`src/rtl/id_ex_operand_stage_if.sv`:
```
// ID -> EX operand-stage bus: decoded instruction in, forwarding sources, ALU operands out.
interface id_ex_operand_stage_if #(
    parameter int XLEN = 32,
    parameter int OPW  = 10
);
    logic            id_valid;
    logic            id_ready;
    logic [XLEN-1:0] id_pc;
    logic [4:0]      id_rs1_addr;
    logic [4:0]      id_rs2_addr;
    logic [XLEN-1:0] id_rs1_data;
    logic [XLEN-1:0] id_rs2_data;
    logic [XLEN-1:0] id_imm;
    logic            id_use_pc;
    logic            id_use_imm;
    logic [OPW-1:0]  id_alu_op;
    logic [4:0]      id_rd_addr;
    logic            id_rd_we;
    logic            flush;
    logic            ex_ready;
    logic            mem_rd_we;
    logic [4:0]      mem_rd_addr;
    logic [XLEN-1:0] mem_rd_num;
    logic            wb_rd_we;
    logic [4:0]      wb_rd_addr;
    logic [XLEN-1:0] wb_rd_num;
    logic            ex_valid;
    logic [XLEN-1:0] ex_pc;
    logic [XLEN-1:0] rs1_num;
    logic [XLEN-1:0] rs2_num;
    logic [OPW-1:0]  alu_op;
    logic [4:0]      ex_rd_addr;
    logic            ex_rd_we;

    modport master (
        output id_valid, id_pc, id_rs1_addr, id_rs2_addr, id_rs1_data, id_rs2_data,
               id_imm, id_use_pc, id_use_imm, id_alu_op, id_rd_addr, id_rd_we,
               flush, ex_ready, mem_rd_we, mem_rd_addr, mem_rd_num,
               wb_rd_we, wb_rd_addr, wb_rd_num,
        input  id_ready, ex_valid, ex_pc, rs1_num, rs2_num, alu_op, ex_rd_addr, ex_rd_we
    );

    modport slave (
        input  id_valid, id_pc, id_rs1_addr, id_rs2_addr, id_rs1_data, id_rs2_data,
               id_imm, id_use_pc, id_use_imm, id_alu_op, id_rd_addr, id_rd_we,
               flush, ex_ready, mem_rd_we, mem_rd_addr, mem_rd_num,
               wb_rd_we, wb_rd_addr, wb_rd_num,
        output id_ready, ex_valid, ex_pc, rs1_num, rs2_num, alu_op, ex_rd_addr, ex_rd_we
    );
endinterface

```
`src/rtl/id_ex_operand_stage.sv`:
```
// ID/EX pipeline register with MEM/WB operand forwarding feeding the RV32I ALU.
module id_ex_operand_stage #(
    parameter int XLEN = 32,
    parameter int OPW  = 10
) (
    input logic              clk,
    input logic              rst,
    id_ex_operand_stage_if.slave bus
);

    logic            ex_valid_r;
    logic [XLEN-1:0] pc_r;
    logic [4:0]      rs1_addr_r;
    logic [4:0]      rs2_addr_r;
    logic [XLEN-1:0] rs1_data_r;
    logic [XLEN-1:0] rs2_data_r;
    logic [XLEN-1:0] imm_r;
    logic            use_pc_r;
    logic            use_imm_r;
    logic [OPW-1:0]  alu_op_r;
    logic [4:0]      rd_addr_r;
    logic            rd_we_r;

    logic            id_ready_s;
    logic            load_s;
    logic [XLEN-1:0] fwd1_s;
    logic [XLEN-1:0] fwd2_s;

    // MEM beats WB; x0 always reads the stored value.
    function automatic logic [XLEN-1:0] fwd_sel(
        input logic [4:0]      a,
        input logic [XLEN-1:0] d,
        input logic            mwe,
        input logic [4:0]      ma,
        input logic [XLEN-1:0] mn,
        input logic            wwe,
        input logic [4:0]      wa,
        input logic [XLEN-1:0] wn
    );
        if (mwe && (ma == a) && (a != 5'd0)) begin
            return mn;
        end else if (wwe && (wa == a) && (a != 5'd0)) begin
            return wn;
        end else begin
            return d;
        end
    endfunction

    assign id_ready_s = !ex_valid_r || bus.ex_ready;
    assign load_s     = bus.id_valid && id_ready_s && !bus.flush;

    assign fwd1_s = fwd_sel(rs1_addr_r, rs1_data_r, bus.mem_rd_we, bus.mem_rd_addr, bus.mem_rd_num,
                            bus.wb_rd_we, bus.wb_rd_addr, bus.wb_rd_num);
    assign fwd2_s = fwd_sel(rs2_addr_r, rs2_data_r, bus.mem_rd_we, bus.mem_rd_addr, bus.mem_rd_num,
                            bus.wb_rd_we, bus.wb_rd_addr, bus.wb_rd_num);

    // Stage register: flush > load > hold (with forwarded-value refresh) > drain.
    always_ff @(posedge clk or posedge rst) begin
        if (rst) begin
            ex_valid_r <= 1'b0;
            pc_r       <= '0;
            rs1_addr_r <= 5'd0;
            rs2_addr_r <= 5'd0;
            rs1_data_r <= '0;
            rs2_data_r <= '0;
            imm_r      <= '0;
            use_pc_r   <= 1'b0;
            use_imm_r  <= 1'b0;
            alu_op_r   <= '0;
            rd_addr_r  <= 5'd0;
            rd_we_r    <= 1'b0;
        end else if (bus.flush) begin
            ex_valid_r <= 1'b0;
        end else if (load_s) begin
            ex_valid_r <= 1'b1;
            pc_r       <= bus.id_pc;
            rs1_addr_r <= bus.id_rs1_addr;
            rs2_addr_r <= bus.id_rs2_addr;
            rs1_data_r <= bus.id_rs1_data;
            rs2_data_r <= bus.id_rs2_data;
            imm_r      <= bus.id_imm;
            use_pc_r   <= bus.id_use_pc;
            use_imm_r  <= bus.id_use_imm;
            alu_op_r   <= bus.id_alu_op;
            rd_addr_r  <= bus.id_rd_addr;
            rd_we_r    <= bus.id_rd_we;
        end else if (ex_valid_r && !bus.ex_ready) begin
            // Capture forwarded values so they survive the producer retiring.
            rs1_data_r <= fwd1_s;
            rs2_data_r <= fwd2_s;
        end else if (ex_valid_r) begin
            ex_valid_r <= 1'b0;
        end else begin
            ex_valid_r <= 1'b0;
        end
    end

    assign bus.id_ready   = id_ready_s;
    assign bus.ex_valid   = ex_valid_r;
    assign bus.ex_pc      = pc_r;
    assign bus.rs1_num    = use_pc_r  ? pc_r  : fwd1_s;
    assign bus.rs2_num    = use_imm_r ? imm_r : fwd2_s;
    assign bus.alu_op     = alu_op_r;
    assign bus.ex_rd_addr = rd_addr_r;
    assign bus.ex_rd_we   = rd_we_r && ex_valid_r && (rd_addr_r != 5'd0);

endmodule

```
`src/flat_wrapper.sv`:
```
// flat-port wrapper written by rule: the top's interface ports become plain ports
module id_ex_operand_stage_flat 
#(
    parameter int XLEN = 32,
    parameter int OPW  = 10
)
  (clk, rst, bus_id_valid, bus_id_pc, bus_id_rs1_addr, bus_id_rs2_addr, bus_id_rs1_data, bus_id_rs2_data, bus_id_imm, bus_id_use_pc, bus_id_use_imm, bus_id_alu_op, bus_id_rd_addr, bus_id_rd_we, bus_flush, bus_ex_ready, bus_mem_rd_we, bus_mem_rd_addr, bus_mem_rd_num, bus_wb_rd_we, bus_wb_rd_addr, bus_wb_rd_num, bus_id_ready, bus_ex_valid, bus_ex_pc, bus_rs1_num, bus_rs2_num, bus_alu_op, bus_ex_rd_addr, bus_ex_rd_we);
  id_ex_operand_stage_if #(.XLEN(XLEN), .OPW(OPW)) bus_i ();
  input logic clk;
  input logic rst;
  input wire logic [$bits(bus_i.id_valid)-1:0] bus_id_valid;
  input wire logic [$bits(bus_i.id_pc)-1:0] bus_id_pc;
  input wire logic [$bits(bus_i.id_rs1_addr)-1:0] bus_id_rs1_addr;
  input wire logic [$bits(bus_i.id_rs2_addr)-1:0] bus_id_rs2_addr;
  input wire logic [$bits(bus_i.id_rs1_data)-1:0] bus_id_rs1_data;
  input wire logic [$bits(bus_i.id_rs2_data)-1:0] bus_id_rs2_data;
  input wire logic [$bits(bus_i.id_imm)-1:0] bus_id_imm;
  input wire logic [$bits(bus_i.id_use_pc)-1:0] bus_id_use_pc;
  input wire logic [$bits(bus_i.id_use_imm)-1:0] bus_id_use_imm;
  input wire logic [$bits(bus_i.id_alu_op)-1:0] bus_id_alu_op;
  input wire logic [$bits(bus_i.id_rd_addr)-1:0] bus_id_rd_addr;
  input wire logic [$bits(bus_i.id_rd_we)-1:0] bus_id_rd_we;
  input wire logic [$bits(bus_i.flush)-1:0] bus_flush;
  input wire logic [$bits(bus_i.ex_ready)-1:0] bus_ex_ready;
  input wire logic [$bits(bus_i.mem_rd_we)-1:0] bus_mem_rd_we;
  input wire logic [$bits(bus_i.mem_rd_addr)-1:0] bus_mem_rd_addr;
  input wire logic [$bits(bus_i.mem_rd_num)-1:0] bus_mem_rd_num;
  input wire logic [$bits(bus_i.wb_rd_we)-1:0] bus_wb_rd_we;
  input wire logic [$bits(bus_i.wb_rd_addr)-1:0] bus_wb_rd_addr;
  input wire logic [$bits(bus_i.wb_rd_num)-1:0] bus_wb_rd_num;
  output wire logic [$bits(bus_i.id_ready)-1:0] bus_id_ready;
  output wire logic [$bits(bus_i.ex_valid)-1:0] bus_ex_valid;
  output wire logic [$bits(bus_i.ex_pc)-1:0] bus_ex_pc;
  output wire logic [$bits(bus_i.rs1_num)-1:0] bus_rs1_num;
  output wire logic [$bits(bus_i.rs2_num)-1:0] bus_rs2_num;
  output wire logic [$bits(bus_i.alu_op)-1:0] bus_alu_op;
  output wire logic [$bits(bus_i.ex_rd_addr)-1:0] bus_ex_rd_addr;
  output wire logic [$bits(bus_i.ex_rd_we)-1:0] bus_ex_rd_we;
  assign bus_i.id_valid = bus_id_valid;
  assign bus_i.id_pc = bus_id_pc;
  assign bus_i.id_rs1_addr = bus_id_rs1_addr;
  assign bus_i.id_rs2_addr = bus_id_rs2_addr;
  assign bus_i.id_rs1_data = bus_id_rs1_data;
  assign bus_i.id_rs2_data = bus_id_rs2_data;
  assign bus_i.id_imm = bus_id_imm;
  assign bus_i.id_use_pc = bus_id_use_pc;
  assign bus_i.id_use_imm = bus_id_use_imm;
  assign bus_i.id_alu_op = bus_id_alu_op;
  assign bus_i.id_rd_addr = bus_id_rd_addr;
  assign bus_i.id_rd_we = bus_id_rd_we;
  assign bus_i.flush = bus_flush;
  assign bus_i.ex_ready = bus_ex_ready;
  assign bus_i.mem_rd_we = bus_mem_rd_we;
  assign bus_i.mem_rd_addr = bus_mem_rd_addr;
  assign bus_i.mem_rd_num = bus_mem_rd_num;
  assign bus_i.wb_rd_we = bus_wb_rd_we;
  assign bus_i.wb_rd_addr = bus_wb_rd_addr;
  assign bus_i.wb_rd_num = bus_wb_rd_num;
  assign bus_id_ready = bus_i.id_ready;
  assign bus_ex_valid = bus_i.ex_valid;
  assign bus_ex_pc = bus_i.ex_pc;
  assign bus_rs1_num = bus_i.rs1_num;
  assign bus_rs2_num = bus_i.rs2_num;
  assign bus_alu_op = bus_i.alu_op;
  assign bus_ex_rd_addr = bus_i.ex_rd_addr;
  assign bus_ex_rd_we = bus_i.ex_rd_we;
  id_ex_operand_stage #(.XLEN(XLEN), .OPW(OPW)) u_core (.clk(clk), .rst(rst), .bus(bus_i));
endmodule
```
`config.mk`:
```
export PLATFORM = sky130hd
export DESIGN_NAME = id_ex_operand_stage_flat
export DESIGN_NICKNAME = d
export VERILOG_FILES = /design/src/rtl/id_ex_operand_stage_if.sv /design/src/rtl/id_ex_operand_stage.sv /design/src/flat_wrapper.sv
export SDC_FILE = /design/constraint.sdc
export NUM_CORES = 1
export LEC_CHECK = 0
export ABC_AREA = 1
export BUFFER_PORTS_ARGS = -buffer_cell sky130_fd_sc_hd__buf_2
export CORE_UTILIZATION = 45
export CTS_CLUSTER_DIAMETER = 50
export DETAILED_ROUTE_END_ITERATION = 10
export GPL_TIMING_DRIVEN = 0
export HOLD_SLACK_MARGIN = 0.05
export PLACE_DENSITY = 0.73
export SLEW_MARGIN = 20
export SYNTH_ARGS = -nofsm -noshare
export SYNTH_HDL_FRONTEND = slang
export SYNTH_SLANG_ARGS = --single-unit
export TNS_END_PERCENT = 100
```
`constraint.sdc`:
```
create_clock -name clk -period 9.3 [get_ports clk]
set_input_delay 2.325 -clock clk [delete_from_list [all_inputs] [get_ports clk]]
set_output_delay 2.325 -clock clk [all_outputs]
set_load 0.05 [all_outputs]
```
Yosys cells after proc, flatten, opt, wreduce, memory -nomap -nowiden
Cells that the tools add are included.
{"block": "totals", "reg_bits": 157, "elab_cells": 54, "input_bits": 237}
{"block": "op_classes", "n_eq_ne": 5, "n_mux": 13, "n_bitwise": 1, "n_reduce_logical": 23}
{"op": "$mux W32", "n": 10}
{"op": "$eq A5 B5 Y1", "n": 4}
{"op": "$reduce_bool A5 Y1", "n": 3}
{"op": "$logic_and A1 B1 Y1", "n": 13}
{"op": "$reduce_and A2 Y1", "n": 2}
{"op": "$logic_not A1 Y1", "n": 3}
{"op": "$mux W1", "n": 3}
{"op": "$ne A3 B2 Y1 const B", "n": 1}
{"op": "$reduce_bool A2 Y1", "n": 1}
{"op": "$logic_or A1 B1 Y1", "n": 1}
{"op": "$not A1 Y1", "n": 1}

Longest topological paths before layout
{"block": "depth", "word_depth": 7, "ltp_mapped": 12, "ltp_nobuf": 11}

Worst setup path before layout
No wires, ideal clock.
{"block": "synth_timing", "kind": "input-to-output", "from": "input port bus_mem_rd_addr[1]", "to": "output port bus_rs1_num[10]", "cell_stages": 9, "arrival_ns": 3.471, "slack_ns": 3.504, "path_cell_list": "inv_1 > nand2_1 > nand4_1 > nor2_2 > nand2_2 > buf_6 > nand3_1 > nand3_1 > nand2_1"}
{"block": "synth_via", "elab_chain_len": 5}
{"item": "start, declared", "line_no": "flat_wrapper.sv:26", "text": "input wire logic [$bits(bus_i.mem_rd_addr)-1:0] bus_mem_rd_addr;"}
{"item": "$eq A5 B5 Y1", "line_no": "id_ex_operand_stage.sv:40", "text": "if (mwe && (ma == a) && (a != 5'd0)) begin"}
{"item": "$logic_and A1 B1 Y1 (2 in series)", "line_no": "id_ex_operand_stage.sv:40"}
{"item": "$mux W32", "line_no": "id_ex_operand_stage.sv:40"}
{"item": "$mux W32", "line_no": "id_ex_operand_stage.sv:101", "text": "assign bus.rs1_num = use_pc_r ? pc_r : fwd1_s;"}
{"item": "end, declared", "line_no": "flat_wrapper.sv:34", "text": "output wire logic [$bits(bus_i.rs1_num)-1:0] bus_rs1_num;"}
No other way between the ends.

Final worst setup path
{"block": "layout_timing", "from": "input port bus_mem_rd_addr[3]", "to": "output port bus_rs1_num[23]"}
Same word-level chain as after synthesis.

==> key figures <==
Routing
  – Final antenna-violating net count: 0
  – Vias post-DR: between 10000 and 15000
  – Final WL: 34900 um
  – Via-to-Cell Ratio: ~5.2
  – DR iter-0 viols: 778
  – DRT Pass-1 Iters: 5
  – Routed WL per cell: between 15 and 20 um
  – DRC violations left: 0

Global routing
  – First-pass GRT wire length: approximately 53000 um
  – Largest net degree at the start of global routing: 97
  – Vias in the first global route: approximately 9900
  – Global route overflow: 0
  – GRT Total Usage: 0.312
  – Initial antenna violation count: 6

Synthesis
  – Number of synthesized flops with an enable pin: 0
  – Synth warnings: 0
  – Syn_nets: 1553
  – Post-Synthesis Cells: 1316
  – Top post-synthesis cells by area: dfrtp_1 (40%), nand3_1 (15%), nand2_1 (12%)
  – Post-synthesis compound-gate area fraction: 0.0498
  – FF+latch count, synth: approximately 160
  – Ys async rst share: 1.00
  – Yosys top cell area share: 0.399
  – Synth cell types: 25
  – Post-synthesis simple-gate area fraction: 0.316
  – Syn_area_per_cell: approximately 7.5 um2
  – Largest family of logic cells by synthesized area: simple AND/OR/NAND/NOR gates
  – Synthesized area: ~9900 um2
  – Dominant cell by count in the synthesized netlist: nand2_1
  – Top FF cell, synth: dfrtp_1
  – Seq/Total Area, Yosys: 0.399
  – Post-synth top cells: nand2_1 (305), nand3_1 (299), inv_1 (243)
  – Mux share of post-synthesis cell area: 0.0914
  – Synth Area in Adders: 0
  – Cell taking the most area after synthesis: dfrtp_1
  – Post-Synth XOR/XNOR Area: 0

Power and ir drop
  – Switch Pwr: approximately 1.2 mW
  – Leakage dissipation: roughly 7.2 nW
  – Clock network power share: 0.260
  – Worst IR Drop VDD: about 0.14 mV
  – Cell Pwr Density: around 210 nW/um2
  – Net switching fraction of the power: 0.450
  – Comb pwr share: 0.414
  – Flop pwr share: 0.327
  – Int Power: roughly 1.5 mW

Critical path
  – Crit path launch type: input port
  – Worst setup EP type: output pin
  – CP Max Fanout: 10
  – Crit Path Class: in -> out
  – Slowest stage delay, CP: around 0.4 ns
  – CP max stage cell: nor2_2
  – R2r setup slk: just over 7 ns
  – R2r worst-path depth: 5
  – CP bufs+invs: 4
  – Worst Path Required: about 7.0 ns
  – Crit-path cells: buf_2 -> inv_1 -> nand2_1 -> nand4_1 -> nor2_2 -> nand2_2 -> buf_6 -> nand3_2 -> nand3_1 -> nand2_1 -> buf_2
  – Worst r2r dst: u_core.rs1_data_r[9]$_DFFE_PP0P_
  – R2R Path Start: u_core.bus.ex_valid$_DFFE_PP0P_
  – WP depth: 11
  – CP arrival: ~4.1 ns
  – CP top delay family: simple AND/OR/NAND/NOR gates

STA
  – Hold_ws: just under 0.5 ns
  – Fin worst setup slack: between 2 and 3 ns
  – Setup violators final: 0
  – Post-route clock period utilization: 0.693
  – Slew Limit Headroom: 0.379
  – Tmin final: around 6.4 ns
  – Final hold violations: 0
  – FMAX: approximately 160 MHz
  – Pins Over Slew Limit: 0
  – Worst Clk Skew: about 0.013 ns
  – Setup TNS: 0 ns
  – Slew @ Worst Pin: roughly 0.93 ns
  – RSZ-0062 raised after global routing: false

Die
  – Core area: 21200 um2
  – # IOs: 351
  – Site row count: 53
  – Die area: about 22000 um2
  – Initial Util: 0.464
  – Chip width: ~150 um
  – Die Span Y: approximately 150 um

Final layout
  – Final non-filler cell total: 1979
  – Post-route design area: about 13000 um2
  – Final nets: around 1900
  – Area growth, synth to finish: 27.5%
  – Share of post-route cells with drive strength above 1: 0.324

Clock tree
  – Cts repair resizes: 0
  – Post CTS Setup Buffer Count: 0
  – TritonCTS Buffers: 17
  – CTS Sinks: 157
  – CTS root buffer: clkbuf_16
  – Clock tree buffer depth: 2
  – Worst skew pair latency: 0.44 ns
  – Clock transition at path regs: 0.07 ns
  – Hold_buf cts: 0
  – H-tree levels: 4
  – TritonCTS clock tree: done

Worst hold path
  – Hold Path Class: reg -> reg
  – Hold path cells: 1
  – HP Start: u_core.imm_r[11]$_DFFE_PP0P_
  – Worst Hold Path EP: u_core.imm_r[11]$_DFFE_PP0P_

Placement
  – Post-DP Area: approximately 12000 um2
  – Post-Place Setup Slack: 2.86 ns
  – Input/output buffers: 350
  – Placed cell count: 1942
  – DP HPWL: ~27000 um
  – GPL Wtd Cong: ~0.95

Flow run
  – Max Cap Viol: 0

Status
  – Status: completed
per-layer routing:
metal | vias up | track usage | part of all wire
met2 | 502 | 0.522 | 0.48
li1 | 4972 | - | -
met5 | - | 0 | 0.00029
met1 | 4840 | 0.399 | 0.41
met4 | 2 | 0.107 | 0.023
met3 | 63 | 0.0625 | 0.087
how the worst max path moves through the flow:
stage	to	slack, ns	start
floorplan	u_core.bus.alu_op[0]$_DFFE_PP0P_	2.74	rst
detailed placement	bus_rs1_num[23]	2.86	bus_mem_rd_addr[1]
finish	bus_rs1_num[23]	2.85	bus_mem_rd_addr[3]
global route	bus_rs1_num[19]	2.75	bus_mem_rd_addr[3]
global placement	u_core.rs2_addr_r[2]$_DFFE_PP0P_	0.59	rst
CTS	bus_rs1_num[23]	2.83	bus_mem_rd_addr[3]
cell families (layout without fill, tap and decap cells):
| kind of cell | count (synthesis) | after routing |
|---|---|---|
| and+or+nand+nor | 665 | 665 |
| buffers and inverters | 333 | 716 |
| DFF | 157 | 157 |
| AOI/OAI and AO/OA | 81 | 81 |
| muxes | 80 | 80 |
| other | 0 | 5 |
registers in the layout, summed over array words and instances, names as in the netlist, 5 cells and up:
| name | flops |
|---|---|
| u_core.bus.alu_op | 10 |
| u_core.bus.ex_pc | 32 |
| u_core.bus.ex_rd_addr | 5 |
| u_core.imm_r | 32 |
| u_core.rs1_addr_r | 5 |
| u_core.rs1_data_r | 32 |
| u_core.rs2_addr_r | 5 |
| u_core.rs2_data_r | 32 |
layout by cell type, fill, tap and decap left out, types with 5 or more instances in the layout:
| cell | count |
|---|---|
| inv_2 | 9 |
| inv_6 | 7 |
| buf_1 | 8 |
| mux2_1 | 25 |
| nand3_2 | 26 |
| nand2_1 | 305 |
| buf_2 | 390 |
| buf_4 | 8 |
| mux2_2 | 55 |
| inv_1 | 242 |
| a21oi_1 | 14 |
| diode_2 | 5 |
| dfrtp_1 | 157 |
| inv_8 | 5 |
| nor2_2 | 6 |
| nor2_1 | 14 |
| buf_6 | 12 |
| clkbuf_16 | 17 |
| clkbuf_1 | 13 |
| nand3_1 | 299 |
| o22ai_1 | 64 |
worst reg2reg max path: cells and delay by family, from the launching register on:
family | cells | cell delay, ns
AND/OR/NAND/NOR | 4 | 1.13
buffers and inverters | 1 | 0.51
flip-flops | 1 | 0.51
layout make-up:
cell class	instances	area [um2]
timing repair buffer	351	1780
multi-input combinational	826	4510
buffer	81	474
antenna	5	12.5
sequential	157	3930
inverter	252	953
fill	2048	8660
clock buffer	18	439
clock inverter	14	125
tap	275	344
power by group through the flow:
stage                     logic (mW)  clock network (mW)  registers [mW]
after floorplan                0.691                   0            1.00
after detailed placement        1.11                   0           0.890
after global routing            1.20               0.735           0.894
final                           1.11               0.698           0.880
after CTS                       1.11               0.710           0.878
after global placement          1.10                   0           0.885
metrics by stage:
| step | utilization | power [mW] |
|---|---|---|
| 2_1_floorplan | - | 1.69 |
| 3_5_place_dp | 0.565 | 2.00 |
| 3_3_place_gp | 0.563 | 1.98 |
| 5_1_grt | 0.592 | 2.83 |
| 6_report | 0.592 | 2.69 |
| 4_1_cts | 0.591 | 2.70 |
No activity file was read; power rests on OpenSTA's default activity.
